## config.mk

```make
export PLATFORM = sky130hd
export DESIGN_NAME = logic_unit_pipe_flat
export DESIGN_NICKNAME = d
export VERILOG_FILES = /design/src/rtl/logic_unit_pkg.sv /design/src/rtl/logic_unit_pipe_if.sv /design/src/rtl/logic_unit_pipe_stage.sv /design/src/rtl/logic_unit_pipe.sv /design/src/flat_wrapper.sv
export SDC_FILE = /design/constraint.sdc
export NUM_CORES = 1
export LEC_CHECK = 0
export CORE_ASPECT_RATIO = 1.1
export CORE_MARGIN = 2
export CORE_UTILIZATION = 59
export CTS_CLUSTER_DIAMETER = 100
export DETAILED_ROUTE_END_ITERATION = 8
export GPL_TIMING_DRIVEN = 0
export PLACE_DENSITY = 0.94
export SLEW_MARGIN = 10
export SYNTH_ARGS = -nofsm -noshare
export SYNTH_HDL_FRONTEND = slang
export SYNTH_SLANG_ARGS = --single-unit
```

## constraint.sdc

```tcl
create_clock -name clk -period 6.15 [get_ports clk]
set_clock_uncertainty 0.1 [all_clocks]
set_input_delay 1.23 -clock clk [delete_from_list [all_inputs] [get_ports clk]]
set_output_delay 1.23 -clock clk [all_outputs]
set_load 0.02 [all_outputs]
```

## src/rtl/logic_unit_pkg.sv

```systemverilog
// Shared definitions for the pipelined bitwise logic unit: op encodings and
// the reference evaluation function used by the datapath.
package logic_unit_pkg;

   localparam int OP_W     = 3;
   // Widest operand lu_eval handles; narrower units zero-extend and truncate.
   localparam int LU_MAX_W = 64;

   typedef enum logic [OP_W-1:0] {
      OP_AND  = 3'b000,
      OP_OR   = 3'b001,
      OP_XOR  = 3'b010,
      OP_NAND = 3'b011,
      OP_NOR  = 3'b100,
      OP_XNOR = 3'b101,
      OP_NOT  = 3'b110,
      OP_ANDN = 3'b111
   } lu_op_e;

   typedef logic [LU_MAX_W-1:0] lu_word_t;

   function automatic lu_word_t lu_eval(lu_op_e op, lu_word_t a, lu_word_t b);
      lu_word_t r;
      r = '0;
      case (op)
         OP_AND:  r = a & b;
         OP_OR:   r = a | b;
         OP_XOR:  r = a ^ b;
         OP_NAND: r = ~(a & b);
         OP_NOR:  r = ~(a | b);
         OP_XNOR: r = ~(a ^ b);
         OP_NOT:  r = ~a;
         OP_ANDN: r = a & ~b;
         default: r = '0;
      endcase
      return r;
   endfunction

endpackage

```

## src/rtl/logic_unit_pipe_if.sv

```systemverilog
// Operand/result handshake bundle for logic_unit_pipe. master = producer and
// consumer side (drives operands, accepts results); slave = the unit.
interface logic_unit_pipe_if #(parameter int WIDTH = 16);
   import logic_unit_pkg::*;

   logic             in_valid;
   logic             in_ready;
   logic [OP_W-1:0]  op;
   logic [WIDTH-1:0] a;
   logic [WIDTH-1:0] b;
   logic             out_valid;
   logic             out_ready;
   logic [WIDTH-1:0] s;
   logic             zero;
   logic             parity;

   modport master (
      output in_valid, op, a, b, out_ready,
      input  in_ready, out_valid, s, zero, parity
   );

   modport slave (
      input  in_valid, op, a, b, out_ready,
      output in_ready, out_valid, s, zero, parity
   );

endinterface

```

## src/rtl/logic_unit_pipe_stage.sv

```systemverilog
// One valid/ready register slice. Loads whenever it is empty or its content
// is leaving this cycle; otherwise holds valid and data stable.
module lu_pipe_stage #(
   parameter int W = 18
) (
   input  logic         clk,
   input  logic         rst_n,
   input  logic         in_valid,
   input  logic [W-1:0] in_data,
   output logic         out_valid,
   input  logic         out_ready,
   output logic [W-1:0] out_data
);

   logic load;

   assign load = ~out_valid | out_ready;

   always_ff @(posedge clk) begin
      if (!rst_n) begin
         out_valid <= 1'b0;
         out_data  <= '0;
      end else if (load) begin
         out_valid <= in_valid;
         // Data only moves with a real beat; stale payload behind valid=0 is harmless.
         if (in_valid) out_data <= in_data;
      end
   end

endmodule

```

## src/rtl/logic_unit_pipe.sv

```systemverilog
// Pipelined bitwise logic unit: evaluates op/a/b plus zero/parity flags ahead
// of the first register, then moves the beat through STAGES valid/ready slices.
module logic_unit_pipe
   import logic_unit_pkg::*;
#(
   parameter int WIDTH  = 16,
   parameter int STAGES = 2
) (
   input  logic             clk,
   input  logic             rst_n,
   logic_unit_pipe_if.slave bus
);

   localparam int PW = WIDTH + 2;

   logic [WIDTH-1:0]           res;
   logic                       res_zero;
   logic                       res_par;
   logic [STAGES:0]            vld_pipe;
   logic [STAGES:0]            rdy_pipe;
   logic [STAGES:0][PW-1:0]    dat_pipe;

   assign res      = WIDTH'(lu_eval(lu_op_e'(bus.op), lu_word_t'(bus.a), lu_word_t'(bus.b)));
   assign res_zero = ~|res;
   assign res_par  = ^res;

   assign vld_pipe[0] = bus.in_valid;
   assign dat_pipe[0] = {res_par, res_zero, res};

   // Stage k may load when any register from k to the output has a hole or the
   // consumer is taking a beat: closed form of ready_k = ~valid_k | ready_(k+1),
   // built from register state only so there is no combinational ready chain.
   assign rdy_pipe[STAGES] = bus.out_ready;
   for (genvar k = 0; k < STAGES; k++) begin : g_rdy
      assign rdy_pipe[k] = bus.out_ready | ~(&vld_pipe[STAGES:k+1]);
   end

   for (genvar k = 0; k < STAGES; k++) begin : g_stg
      lu_pipe_stage #(.W(PW)) u_stage (
         .clk       (clk),
         .rst_n     (rst_n),
         .in_valid  (vld_pipe[k]),
         .in_data   (dat_pipe[k]),
         .out_valid (vld_pipe[k+1]),
         .out_ready (rdy_pipe[k+1]),
         .out_data  (dat_pipe[k+1])
      );
   end

   assign bus.in_ready                  = rdy_pipe[0];
   assign bus.out_valid                 = vld_pipe[STAGES];
   assign {bus.parity, bus.zero, bus.s} = dat_pipe[STAGES];

endmodule
```

## src/flat_wrapper.sv

```systemverilog
// flat-port wrapper written by rule: the top's interface ports become plain ports
module logic_unit_pipe_flat import logic_unit_pkg::*;
#(
   parameter int WIDTH  = 16,
   parameter int STAGES = 2
)
  (clk, rst_n, bus_in_valid, bus_op, bus_a, bus_b, bus_out_ready, bus_in_ready, bus_out_valid, bus_s, bus_zero, bus_parity);
  logic_unit_pipe_if #(.WIDTH(WIDTH)) bus_i ();
  input  logic clk;
  input  logic rst_n;
  input wire logic [$bits(bus_i.in_valid)-1:0] bus_in_valid;
  input wire logic [$bits(bus_i.op)-1:0] bus_op;
  input wire logic [$bits(bus_i.a)-1:0] bus_a;
  input wire logic [$bits(bus_i.b)-1:0] bus_b;
  input wire logic [$bits(bus_i.out_ready)-1:0] bus_out_ready;
  output wire logic [$bits(bus_i.in_ready)-1:0] bus_in_ready;
  output wire logic [$bits(bus_i.out_valid)-1:0] bus_out_valid;
  output wire logic [$bits(bus_i.s)-1:0] bus_s;
  output wire logic [$bits(bus_i.zero)-1:0] bus_zero;
  output wire logic [$bits(bus_i.parity)-1:0] bus_parity;
  assign bus_i.in_valid = bus_in_valid;
  assign bus_i.op = bus_op;
  assign bus_i.a = bus_a;
  assign bus_i.b = bus_b;
  assign bus_i.out_ready = bus_out_ready;
  assign bus_in_ready = bus_i.in_ready;
  assign bus_out_valid = bus_i.out_valid;
  assign bus_s = bus_i.s;
  assign bus_zero = bus_i.zero;
  assign bus_parity = bus_i.parity;
  logic_unit_pipe #(.WIDTH(WIDTH), .STAGES(STAGES)) u_core (.clk(clk), .rst_n(rst_n), .bus(bus_i));
endmodule
```

==> results of run 1 <==
[cell type report]
type | instances | area (µm²)
plain buffers | 38 | 229
clock buffers | 6 | 82.6
clock inverters | 2 | 12.5
fillers | 445 | 1480
inverters | 46 | 173
multi-input cells | 275 | 2330
flip-flops and latches | 38 | 761
well taps | 77 | 96.3
repair buffers | 57 | 571
[stage by stage]
step / instances / setup slack, ns / hold slack [ns]
2_1_floorplan: 397 / 2.89 / 0.338
3_5_place_dp: 531 / 2.06 / 0.357
4_1_cts: 539 / 2.35 / 0.367
5_1_grt: 539 / 2.16 / 0.384
3_3_place_gp: 531 / 2.15 / 0.353
6_report: 539 / 2.33 / 0.363
[worst min-delay path by stage]
stage | startpoint | endpoint | slack [ns]
floorplan | u_core.g_stg[0].u_stage.out_data[10]$_SDFFE_PN0P_ | u_core.g_stg[1].u_stage.out_data[10]$_SDFFE_PN0P_ | 0.34
global placement | u_core.g_stg[0].u_stage.out_data[6]$_SDFFE_PN0P_ | u_core.g_stg[1].u_stage.out_data[6]$_SDFFE_PN0P_ | 0.35
detailed placement | u_core.g_stg[1].u_stage.out_data[12]$_SDFFE_PN0P_ | u_core.g_stg[1].u_stage.out_data[12]$_SDFFE_PN0P_ | 0.36
CTS | u_core.g_stg[1].u_stage.out_data[12]$_SDFFE_PN0P_ | u_core.g_stg[1].u_stage.out_data[12]$_SDFFE_PN0P_ | 0.37
global route | u_core.g_stg[1].u_stage.out_data[13]$_SDFFE_PN0P_ | u_core.g_stg[1].u_stage.out_data[13]$_SDFFE_PN0P_ | 0.38
finish | u_core.g_stg[0].u_stage.out_data[15]$_SDFFE_PN0P_ | u_core.g_stg[1].u_stage.out_data[15]$_SDFFE_PN0P_ | 0.36
[power groups by stage]
stage / sequential (mW) / clock [mW] / combinational [mW]
CTS: 0.272 / 0.177 / 0.260
detailed placement: 0.277 / 0 / 0.258
global route: 0.274 / 0.186 / 0.287
finish: 0.272 / 0.176 / 0.262
global placement: 0.276 / 0 / 0.246
floorplan: 0.276 / 0 / 0.179
[metal layers]
layer	up-vias	routed length, µm	part of all wire	GRT usage
li1	1470	-	-	-
met1	1391	3100	0.40	0.262
met2	104	4140	0.54	0.477
met3	8	350	0.045	0.0247
met4	0	108	0.014	0.0844
met5	-	0	0	0
[sequential cells by signal, indices dropped and copies added (netlist names)]
name	count
u_core.g_stg.u_stage.out_data	36
u_core.g_stg.u_stage.out_valid	2
[cells in the mapped netlist, drive strengths merged (8+ instances only)]
cell	n
ha	56
o21ai	17
mux2i	28
a21oi	17
mux4	10
clkbuf	9
dfxtp	38
a211oi	8
a21boi	20
nand2b	8
mux2	15
buf	29
nand2	44
inv	46
[cells by family after synthesis]
logic type,count (synthesis)
compound gates,77
buf+inv,84
simple gates,82
fa+ha+maj,56
xor+xnor,7
flops,38
mux,53
[worst max-delay path: cells and delay by family]
kind,cells,cell delay [ns]
AOI/OAI and AO/OA,1,0.08
xor gates and xnor gates,3,0.49
adders and majority gates,1,0.35
buffers and inverters,4,1.32
muxes,2,0.40
==> flow_summary.yaml, run 1 <==
timing:
  rsz0062_at_grt: "false"
  slew_headroom: 0.620
  timing.fmax_mhz: 262
  hold_violations: 0
  tightest_slew_ns: 0.570
  final_max_slew_viol_count: 0
  setup_tns_ns: 0
  period_minus_slack_ns: 3.82
  setup_viol_count_final: 0
  finalCritPeriodShare: 0.621
clock_network:
  path_clk_slew_ns: 0.07
  worstSkewPairLatency_ns: 0.29
  h-tree-depth: 2
  postCtsHoldBufs: 0
  clock_path_buffers: 2
  cts_made_buffers: 5
  post_cts.repair.setup_buffers: 0
  cts_tree: "yes"
  cts-root-buf: "clkbuf_8"
  cts.sinks: 38
  cts.repair.resized: 0
die:
  ioPinCount: 59
  core_mm2: 0.00573
  die_y_um: 84.7
  die_w_um: 77.3
  fp.dieArea_mm2: 0.00655
  num_rows: 29
  start_util: 0.609
min_path:
  hp-class: "reg -> reg"
  hold_depth: 2
power:
  switchingPower_mw: 0.224
  p_int_mw: 0.486
  seqPwrFrac: 0.384
  peakVddDrop_uv: 103
  power_leakage_nw: 1.94
  power_frac_comb: 0.369
  p_total_mw: 0.710
  cellPowerDensity_mw_per_mm2: 167
  switching_share: 0.315
  clkPwrFrac: 0.247
setup_path:
  endpoint: "u_core.g_stg[0].u_stage.out_data[17]$_SDFFE_PN0P_"
  r2r-end: "u_core.g_stg[0].u_stage.out_data[11]$_SDFFE_PN0P_"
  r2r_setup_slack_ns: 4.47
  critical_path.slowest_cell: "clkdlybuf4s50_1"
  worst_setup_path_end_kind: "flop"
  cp.arrival_ns: 3.88
  path_max_fanout: 10
  startpoint: "bus_op[0]"
  crit_type: "in -> reg"
  reg2regPathDepth: 5
  r2r_start: "u_core.g_stg[1].u_stage.out_valid$_SDFFE_PN0P_"
  cp_cell_sequence: "clkdlybuf4s50_1 -> buf_4 -> buf_4 -> buf_4 -> mux2i_1 -> mux2i_1 -> ha_1 -> xnor2_1 -> xnor2_1 -> xnor2_1 -> a21oi_1"
  startpoint_type: "primary input"
  critPathRequiredTime_ns: 6.21
  max_stage_delay_ns: 0.64
logic_synthesis:
  syn_area_mm2: 0.00349
  ys_seq_area_frac: 0.218
  yosysTopAreaCell: "dfxtp_1"
  synthAdderAreaFrac: 0.201
  synth_top_cell_area_share: 0.218
  synth_flop_cell: "dfxtp_1"
  async_reset_ff_frac: 0
  ys_ff_latch: 38
  post_synth.cell_area_avg_um2: 8.79
  synthMuxAreaShare: 0.193
  synthSimpleGateAreaFrac: 0.110
  synth_compound_area_frac: 0.145
  synthTopCellsByArea: "dfxtp_1, ha_1, mux2i_1, mux4_2, inv_1"
  yosys_warnings: 0
  synth_top_family_by_area: "adder cells"
  synth_cell_types: 35
  synth_edf_count: 0
  synthCells: 397
  synth_nets: 492
  synth_xor_area_frac: 0.0176
routing:
  avgRoutedWirePerCell_um: 14.3
  routed_wl_um: 7700
  ant_nets: 0
  first_pass_iters: 4
  drt_iter0_drc: 188
  vias_per_cell: 5.52
  vias: 2973
  drcViolationCount: 0
layout:
  layout_common_cells: "clkdlybuf4s50_1, ha_1, inv_1, nand2_1, dfxtp_1"
  areaGrowthSynthToFinish_pct: 21.8
  final_common_cell: "clkdlybuf4s50_1"
  final_area_mm2: 0.00425
  drive_above_1_share: 0.136
  final_nets: 556
  post-route-util: 0.742
  diodes: 0
grt:
  grt_max_degree: 13
  grt.overflow.total: 0
  grt_pass1_wl_um: 13000
  grt_pass1_vias: 3035
  grt_util_all_layers: 0.241
  antenna_found_initial: 0
flow_run:
  timing.max_cap.violations: 0
place:
  place_area_mm2: 0.00416
  portBuffers: 57
  place_hpwl_um: 6260
  gp_congestion: 0.867
run_status:
  outcome: "complete, no violations"
Note: power is estimated with default switching activity, not from simulation.
==> run 2, diff against run 1 <==
--- a/config.mk
+++ b/config.mk
@@ -7,11 +7,11 @@
 export LEC_CHECK = 0
 export CORE_ASPECT_RATIO = 1.1
 export CORE_MARGIN = 2
-export CORE_UTILIZATION = 59
+export CORE_UTILIZATION = 54
 export CTS_CLUSTER_DIAMETER = 100
 export DETAILED_ROUTE_END_ITERATION = 8
 export GPL_TIMING_DRIVEN = 0
-export PLACE_DENSITY = 0.94
+export PLACE_DENSITY = 0.88
 export SLEW_MARGIN = 10
 export SYNTH_ARGS = -nofsm -noshare
 export SYNTH_HDL_FRONTEND = slang
==> constraint.sdc (replaced) <==
create_clock -name clk -period 3.9 [get_ports clk]
set_clock_uncertainty 0.1 [all_clocks]
set_input_delay 0.78 -clock clk [delete_from_list [all_inputs] [get_ports clk]]
set_output_delay 0.78 -clock clk [all_outputs]
set_load 0.02 [all_outputs]
==> run 2 against run 1 <==
Cell area about the same. Total power increased by 57%. Sequential power rose by 58%. Setup slack got worse by 1.7 ns. Combinational power up 56%. Clock-buffer cell count did not move. Die area up 8.8%.
==> flow_summary.yaml, run 2 (synthesized netlist as in run 1, its figures left out) <==
run_status:
  outcome: "complete, no violations"
min_path:
  hp-class: "reg -> reg"
  worstHoldStart: "u_core.g_stg[1].u_stage.out_data[0]$_SDFFE_PN0P_"
  hold_depth: 2
  holdPathEnd: "u_core.g_stg[1].u_stage.out_data[0]$_SDFFE_PN0P_"
die:
  ioPinCount: 59
  die_y_um: 88.3
  core_mm2: 0.00619
  start_util: 0.563
  die_w_um: 80.6
  fp.dieArea_mm2: 0.00712
  num_rows: 30
power:
  switching_share: 0.313
  clkPwrFrac: 0.249
  seqPwrFrac: 0.384
  switchingPower_mw: 0.350
  cellPowerDensity_mw_per_mm2: 262
  power_leakage_nw: 1.94
  peakVddDrop_uv: 292
  p_int_mw: 0.766
  p_total_mw: 1.12
  power_frac_comb: 0.367
grt:
  grt_pass1_vias: 3015
  grt_util_all_layers: 0.231
  antenna_found_initial: 0
  grt_max_degree: 13
  grt_pass1_wl_um: 13100
  grt.overflow.total: 0
setup_path:
  startpoint_type: "primary input"
  worst_setup_path_end_kind: "flop"
  r2r_start: "u_core.g_stg[1].u_stage.out_valid$_SDFFE_PN0P_"
  crit_type: "in -> reg"
  critPathRequiredTime_ns: 3.97
  cp.arrival_ns: 3.38
  path_max_fanout: 10
  reg2regPathDepth: 5
  r2r_setup_slack_ns: 2.32
  r2r-end: "u_core.g_stg[0].u_stage.out_data[2]$_SDFFE_PN0P_"
routing:
  first_pass_iters: 4
  vias: 2984
  vias_per_cell: 5.51
  drcViolationCount: 0
  avgRoutedWirePerCell_um: 14.0
  routed_wl_um: 7560
  drt_iter0_drc: 148
  ant_nets: 0
clock_network:
  post_cts.repair.setup_buffers: 0
  cts_tree: "yes"
  path_clk_slew_ns: 0.07
  cts_made_buffers: 5
  h-tree-depth: 2
  cts.repair.resized: 0
  worstSkewPairLatency_ns: 0.29
  postCtsHoldBufs: 0
  cts.sinks: 38
  clock_path_buffers: 2
  cts-root-buf: "clkbuf_8"
layout:
  final_common_cell: "clkdlybuf4s50_1"
  largest_reg_flops: 36
  reg_top3: "u_core.g_stg.u_stage.out_data x36, u_core.g_stg.u_stage.out_valid x2"
  areaGrowthSynthToFinish_pct: 21.9
  final_nets: 556
  regMostFlops: "u_core.g_stg.u_stage.out_data"
  drive_above_1_share: 0.136
  diodes: 0
  layout_common_cells: "clkdlybuf4s50_1, ha_1, inv_1, nand2_1, dfxtp_1"
timing:
  setup_tns_ns: 0
  rsz0062_at_grt: "false"
  tightest_slew_ns: 0.601
  setup_viol_count_final: 0
  slew_headroom: 0.598
  timing.fmax_mhz: 302
  hold_violations: 0
  final_max_slew_viol_count: 0
  finalCritPeriodShare: 0.849
  period_minus_slack_ns: 3.31
place:
  gp_congestion: 0.860
  place_hpwl_um: 6090
  portBuffers: 57
flow_run:
  timing.max_cap.violations: 0
-- run 2: cell counts in the layout (fill, tap and decap cells not counted) --
No cell type changed its count.
-- run 2: through the flow --
step / std cells / setup WS (ns) / area, µm² / hold WS [ns] / util
after floorplan: 397 / 1.09 / 3490 / 0.338 / -
final: 542 / 0.590 / 4260 / 0.362 / 0.687
after global placement: 534 / 0.301 / 4160 / 0.354 / 0.672
after detailed placement: 534 / 0.299 / 4160 / 0.356 / 0.672
after CTS: 542 / 0.604 / 4260 / 0.367 / 0.687
after global routing: 542 / 0.462 / 4260 / 0.388 / 0.687
-- run 2: power groups by stage --
stage / clock, mW / combinational [mW] / sequential [mW]
final: 0.278 / 0.409 / 0.429
after detailed placement: 0 / 0.405 / 0.437
after global routing: 0.301 / 0.451 / 0.432
after CTS: 0.283 / 0.408 / 0.428
after floorplan: 0 / 0.283 / 0.435
after global placement: 0 / 0.387 / 0.437
-- run 2: layer usage --
metal / share of wire / global-route usage / up-vias
met4: 0.020 / 0.0971 / 0
met2: 0.53 / 0.433 / 92
met3: 0.044 / 0.0327 / 17
li1: - / - / 1471
met5: 0 / 0 / -
met1: 0.41 / 0.260 / 1404
-- run 2: how the worst max path moves through the flow --
stage | slack [ns] | from | to | depth (start not counted)
floorplan | 1.09 | bus_b[11] | u_core.g_stg[0].u_stage.out_data[17]$_SDFFE_PN0P_ | 9
global placement | 0.30 | bus_op[0] | u_core.g_stg[0].u_stage.out_data[17]$_SDFFE_PN0P_ | 10
detailed placement | 0.30 | bus_op[0] | u_core.g_stg[0].u_stage.out_data[17]$_SDFFE_PN0P_ | 10
CTS | 0.60 | bus_op[0] | u_core.g_stg[0].u_stage.out_data[17]$_SDFFE_PN0P_ | 10
global route | 0.46 | bus_op[0] | u_core.g_stg[0].u_stage.out_data[17]$_SDFFE_PN0P_ | 10
finish | 0.59 | bus_op[0] | u_core.g_stg[0].u_stage.out_data[17]$_SDFFE_PN0P_ | 10
-- run 2: critical path, stage by stage --
cell	delay (ns)
clkdlybuf4s50_1	0.54
buf_4	0.24
inv_1	0.27
mux4_2	0.35
mux2i_1	0.32
ha_1	0.30
xnor2_1	0.21
xnor2_1	0.16
xnor2_1	0.14
a21oi_1	0.08
-- run 2: layout make-up --
cell class,instances,area [µm²]
multi-input combinational,275,2330
fill,486,1940
sequential,38,761
timing repair buffer,57,571
buffer,38,229
inverter,46,173
tap,80,100
clock buffer,6,82.6
clock inverter,2,12.5
==> run 3, diff against run 2 <==
==> constraint.sdc (replaced) <==
create_clock -name clk -period 3.4 [get_ports clk]
set_clock_uncertainty 0.1 [all_clocks]
set_input_delay 0.68 -clock clk [delete_from_list [all_inputs] [get_ports clk]]
set_output_delay 0.68 -clock clk [all_outputs]
set_load 0.02 [all_outputs]
==> results of run 3 <==
Same layout as run 2 (identical final DEF). Status: complete, no violations.
Main changes from that run: setup slack after placement 0.299 ns -> -0.101 ns; setup slack after layout 0.590 ns -> 0.190 ns; register-to-register setup slack 2.32 ns -> 1.82 ns; total power 1.12 mW -> 1.28 mW; worst IR drop on VDD 292 µV -> 335 µV
